**src/rtl/loba_seq_mul_ctrl.sv**
```systemverilog
// loba_seq_mul_ctrl: sequential LOBA approximate 16x16 multiplier controller sharing one
// leading-one split unit and one 4x4 multiplier across up to four partial products.
module loba_seq_mul_ctrl #(
    parameter bit SKIP_ZERO   = 1'b1,
    parameter bit ZERO_BYPASS = 1'b1
) (
    input  logic        clk,
    input  logic        rst,
    input  logic        in_valid,
    output logic        in_ready,
    input  logic [15:0] a,
    input  logic [15:0] b,
    output logic        out_valid,
    input  logic        out_ready,
    output logic [31:0] p,
    output logic [2:0]  pp_count,
    output logic        busy
);
    typedef enum logic [2:0] {IDLE, SPLIT_A, SPLIT_B, PP, DONE} state_t;
    state_t state_q, state_d;
    logic [15:0] a_q, a_d, b_q, b_d;
    logic [3:0]  ah_q, ah_d, al_q, al_d, bh_q, bh_d, bl_q, bl_d;
    logic [3:0]  kha_q, kha_d, kla_q, kla_d, khb_q, khb_d, klb_q, klb_d;
    logic [3:0]  mask_q, mask_d;
    logic [31:0] acc_q, acc_d;
    logic [2:0]  cnt_q, cnt_d;
    logic [15:0] sx, lower;
    logic [3:0]  kh, kl, lo_pos, xh, xl;
    logic [1:0]  idx;
    logic [3:0]  xs, ys, kx, ky, mask_nx;
    logic [7:0]  prod;
    logic [4:0]  sh;
    logic [31:0] term;
    assign in_ready  = (state_q == IDLE) && !rst;
    assign out_valid = state_q == DONE;
    assign busy      = state_q != IDLE;
    assign p         = acc_q;
    assign pp_count  = cnt_q;
    always_comb begin
        sx = (state_q == SPLIT_A) ? a_q : b_q;
        kh = 4'd3;
        for (int i = 4; i < 16; i++) if (sx[i]) kh = 4'(i);
        lower = (kh >= 4'd7) ? (sx & ((16'd1 << (kh - 4'd3)) - 16'd1)) : 16'd0;
        lo_pos = 4'd0;
        for (int i = 0; i < 16; i++) if (lower[i]) lo_pos = 4'(i);
        kl = (lo_pos >= 4'd3) ? lo_pos : 4'd0;
        xh = 4'(sx >> (kh - 4'd3));
        xl = (kl != 4'd0) ? 4'(sx >> (kl - 4'd3)) : 4'd0;
    end
    // Lowest remaining mask bit picks the pair: bit1 of idx selects A's segment, bit0 B's.
    always_comb begin
        idx     = mask_q[0] ? 2'd0 : mask_q[1] ? 2'd1 : mask_q[2] ? 2'd2 : 2'd3;
        xs      = idx[1] ? al_q : ah_q;
        kx      = idx[1] ? kla_q : kha_q;
        ys      = idx[0] ? bl_q : bh_q;
        ky      = idx[0] ? klb_q : khb_q;
        prod    = {4'd0, xs} * {4'd0, ys};
        sh      = {1'b0, kx} + {1'b0, ky};
        term    = (xs == 4'd0 || ys == 4'd0) ? 32'd0 : ({24'd0, prod} << (sh - 5'd6));
        mask_nx = mask_q & (mask_q - 4'd1);
    end
    always_comb begin
        state_d = state_q;
        a_d     = a_q;
        b_d     = b_q;
        ah_d    = ah_q;
        al_d    = al_q;
        bh_d    = bh_q;
        bl_d    = bl_q;
        kha_d   = kha_q;
        kla_d   = kla_q;
        khb_d   = khb_q;
        klb_d   = klb_q;
        mask_d  = mask_q;
        acc_d   = acc_q;
        cnt_d   = cnt_q;
        case (state_q)
            IDLE: if (in_valid) begin
                a_d     = a;
                b_d     = b;
                acc_d   = 32'd0;
                cnt_d   = 3'd0;
                state_d = (ZERO_BYPASS && (a == 16'd0 || b == 16'd0)) ? DONE : SPLIT_A;
            end
            SPLIT_A: begin
                ah_d    = xh;
                al_d    = xl;
                kha_d   = kh;
                kla_d   = kl;
                state_d = SPLIT_B;
            end
            SPLIT_B: begin
                bh_d    = xh;
                bl_d    = xl;
                khb_d   = kh;
                klb_d   = kl;
                mask_d  = SKIP_ZERO ? {al_q != 4'd0 && xl != 4'd0, al_q != 4'd0, xl != 4'd0, 1'b1} : 4'hF;
                state_d = PP;
            end
            PP: begin
                acc_d   = acc_q + term;
                cnt_d   = cnt_q + 3'd1;
                mask_d  = mask_nx;
                state_d = (mask_nx == 4'd0) ? DONE : PP;
            end
            DONE: state_d = out_ready ? IDLE : DONE;
            default: state_d = IDLE;
        endcase
    end
    always_ff @(posedge clk or posedge rst) begin
        if (rst) begin
            state_q <= IDLE;
            a_q     <= '0;
            b_q     <= '0;
            ah_q    <= '0;
            al_q    <= '0;
            bh_q    <= '0;
            bl_q    <= '0;
            kha_q   <= '0;
            kla_q   <= '0;
            khb_q   <= '0;
            klb_q   <= '0;
            mask_q  <= '0;
            acc_q   <= '0;
            cnt_q   <= '0;
        end else begin
            state_q <= state_d;
            a_q     <= a_d;
            b_q     <= b_d;
            ah_q    <= ah_d;
            al_q    <= al_d;
            bh_q    <= bh_d;
            bl_q    <= bl_d;
            kha_q   <= kha_d;
            kla_q   <= kla_d;
            khb_q   <= khb_d;
            klb_q   <= klb_d;
            mask_q  <= mask_d;
            acc_q   <= acc_d;
            cnt_q   <= cnt_d;
        end
    end
endmodule

```
**config.mk**
```make
export PLATFORM = sky130hd
export DESIGN_NAME = loba_seq_mul_ctrl
export DESIGN_NICKNAME = d
export VERILOG_FILES = /design/src/rtl/loba_seq_mul_ctrl.sv
export SDC_FILE = /design/constraint.sdc
export NUM_CORES = 1
export LEC_CHECK = 0
export CAP_MARGIN = 20
export CELL_PAD_IN_SITES_DETAIL_PLACEMENT = 0
export CELL_PAD_IN_SITES_GLOBAL_PLACEMENT = 2
export CORE_ASPECT_RATIO = 0.6
export CORE_UTILIZATION = 37
export DETAILED_ROUTE_END_ITERATION = 12
export GPL_ROUTABILITY_DRIVEN = 1
export PLACE_DENSITY_LB_ADDON = 0.15
export SLEW_MARGIN = 10
export SYNTH_ARGS = -nofsm -noshare
export SYNTH_HDL_FRONTEND = slang
export SYNTH_SLANG_ARGS = --single-unit
```
**constraint.sdc**
```tcl
create_clock -name clk -period 11.74 [get_ports clk]
set_clock_uncertainty 0.2 [all_clocks]
set_input_delay 2.348 -clock clk [delete_from_list [all_inputs] [get_ports clk]]
set_output_delay 2.348 -clock clk [all_outputs]
set_load 0.01 [all_outputs]
```
==> results.txt <==
Worst setup SP type -> flip-flop
Synth cell types -> 88
Wire length after detailed routing -> 31330 µm
WP data arrival -> 9.77 ns
Flops & latches, synth -> 106
Most frequent cells in the layout -> nand2_1, dfrtp_1, nor2_1
Wire length per cell -> 21.24 µm
Synthesized instance count -> 1105
Final cell utilization of the core -> 43.40%
Most common cell after layout, fill and taps aside -> nand2_1
Post-DRT Antenna Nets -> 0
Die height -> 124.8 µm
CTS tree -> yes
Worst hold slack -> 0.2835 ns
Worst slew margin -> 27.83%
Area Overhead vs Synth -> 14.06%
WS Path Type -> flip-flop to flip-flop
Warnings, synthesis -> 0
First-pass GRT wire length -> 48980 µm
Max_cap viols -> 0
Hpwl dp -> 24850 µm
TritonRoute pass-1 iters -> 5
IO buf count -> 73
Layout cells sized above 1 -> 10.84%
Crit-path max cell delay -> 0.95 ns
Final Max Slew Viols -> 0
CTS H-Tree Depth -> 3
Final Hold Vio Count -> 0
Share of the clock period used by the worst path -> 82.61%
Final min period -> 9.699 ns
Worst EP required -> 11.81 ns
Post-CTS sizing -> 0
Sequential element share of the synthesized area -> 28.52%
Cell Rows -> 44
Post-CTS Setup Bufs -> 0
Mapped Area -> 9301 µm²
Ys flop type -> dfrtp_1
Reg area -> 2653 µm²
Post-synth EDFFs -> 0
Fin area -> 10610 µm²
Mapped Nets -> 1206
Yosys top cell area share -> 28.52%
Residual DRC -> 0
Worst Setup End Kind -> flip-flop
Master of the slowest instance on the critical path -> a2111oi_0
CORE AREA -> 24440 µm²
HP Class -> flip-flop to flip-flop
Setup_tns -> 0 ns
Clk buf depth -> 2
Final-layout fill cell count -> 2461
DR vias -> 8610
Status -> finished, final reports clean
# IOs -> 74
Vias in the first global route -> 7954
Worst-Skew Late Latency -> 0.39 ns
Nets@finish -> 1249
Pin count of the biggest net entering global routing -> 59
# diodes -> 0
CTS Hold Bufs -> 0
Worst slew pin tran -> 1.055 ns
Gpl congestion -> 0.9441
Starting DRC count in detailed routing -> 944
Drt via density -> 5.837
FFs w/ async S/R, synth -> 100.0%
Cell type with the highest aggregate area in the netlist -> dfrtp_1
Initial Util -> 38.05%
Initial antenna violation count -> 0
Synth top area cells -> dfrtp_1, ha_1, nand2_1
GRT Overall Usage -> 25.27%
Clk pin slew, worst setup/hold paths -> 0.09 ns
DIE AREA -> 25800 µm²
Avg Cell Area, Syn -> 8.418 µm²
RSZ-0062 raised after global routing -> no
CP Max Fanout -> 41
Max Freq -> 103.1 MHz
Placement Cell Area -> 10290 µm²
Clk root buf -> clkbuf_16
Grt ovf -> 0
Most used cell, CP -> inv_1
Final Setup Violations -> 0
CTS Sinks -> 106
Multi-input gate area in the final layout -> 6266 µm²
Total CTS buffers -> 9
Die width -> 206.7 µm
## critical path: cells and delay by family (launching register included)
kind	cells	cell delay [ns]
simple gates	10	3.53
compound gates	8	2.53
buf+inv	5	1.49
fa+ha+maj	2	0.97
flops	1	0.57
mux	1	0.25
## per-layer routing
metal	GRT usage, %	wire (µm)	up-vias
met5	0	0	-
met3	9.576	3231	10
li1	-	-	4149
met2	27.44	10480	349
met1	43.80	17480	4102
met4	3.392	143	0
## cells by family (layout without fill, tap and decap cells)
group,count (synthesis),count (layout),share of synthesized area [%]
multiplexers,92,92,11.58
AND/OR/NAND/NOR,403,403,20.38
buffers and inverters,91,139,4.197
AO/OA/AOI/OAI,307,307,22.22
adder cells (fa/ha/maj),66,66,9.336
flip-flops,106,106,28.52
XOR/XNOR,40,40,3.766
## cell type report
class / count / share of cell area [%]
multi-input combinational: 908 / 59.06
inverter: 36 / 1.297
sequential: 106 / 25.00
timing repair buffer: 87 / 7.878
tap: 322 / 3.798
clock inverter: 7 / 0.8374
clock buffer: 9 / 2.123
## flip-flops by register name, indices dropped and copies added (netlist names)
register	count
p	32
a_q	16
b_q	16
ah_q	4
al_q	4
bh_q	4
bl_q	4
kha_q	4
khb_q	4
kla_q	4
klb_q	4
mask_q	4
pp_count	3
state_q	3
## cells in the mapped netlist (all sizes together), types with 14 or more instances
library cell	n
or2	15
o21ai	77
dfrtp	106
a21o	19
xor2	18
nand2	160
inv	36
nand3	15
mux2	42
clkbuf	42
or3	14
o22ai	29
a21oi	68
nor4	17
ha	59
nor3	27
nor2	101
mux2i	42
xnor2	22
## metrics by stage
step	std cells	setup slack (ns)
after global placement	1459	2.369
after CTS	1475	2.307
after global routing	1475	1.247
final	1475	2.041
after floorplan	1105	3.317
after detailed placement	1459	2.329
## worst paths after layout
| check | cells after the start | end | slack (ns) | from |
|---|---|---|---|---|
| setup / recovery | 26 | mask_q[3]$_DFFE_PP0P_ | 2.04 | state_q[0]$_DFFE_PP0P_ |
| hold / removal | 2 | kla_q[2]$_DFFE_PP0P_ | 0.28 | kla_q[2]$_DFFE_PP0P_ |
| setup reg to reg | 26 | mask_q[3]$_DFFE_PP0P_ | 2.04 | state_q[0]$_DFFE_PP0P_ |
| hold reg to reg | 2 | kla_q[2]$_DFFE_PP0P_ | 0.28 | kla_q[2]$_DFFE_PP0P_ |
| max in group asynchronous | 3 | bh_q[3]$_DFFE_PP0P_ | 7.93 | rst |
| min in group asynchronous | 2 | b_q[1]$_DFFE_PP0P_ | 2.27 | rst |
Power is left out: the tool's default activity adds up to more than one toggle a clock period on the data nets, which glitch-free logic cannot reach.
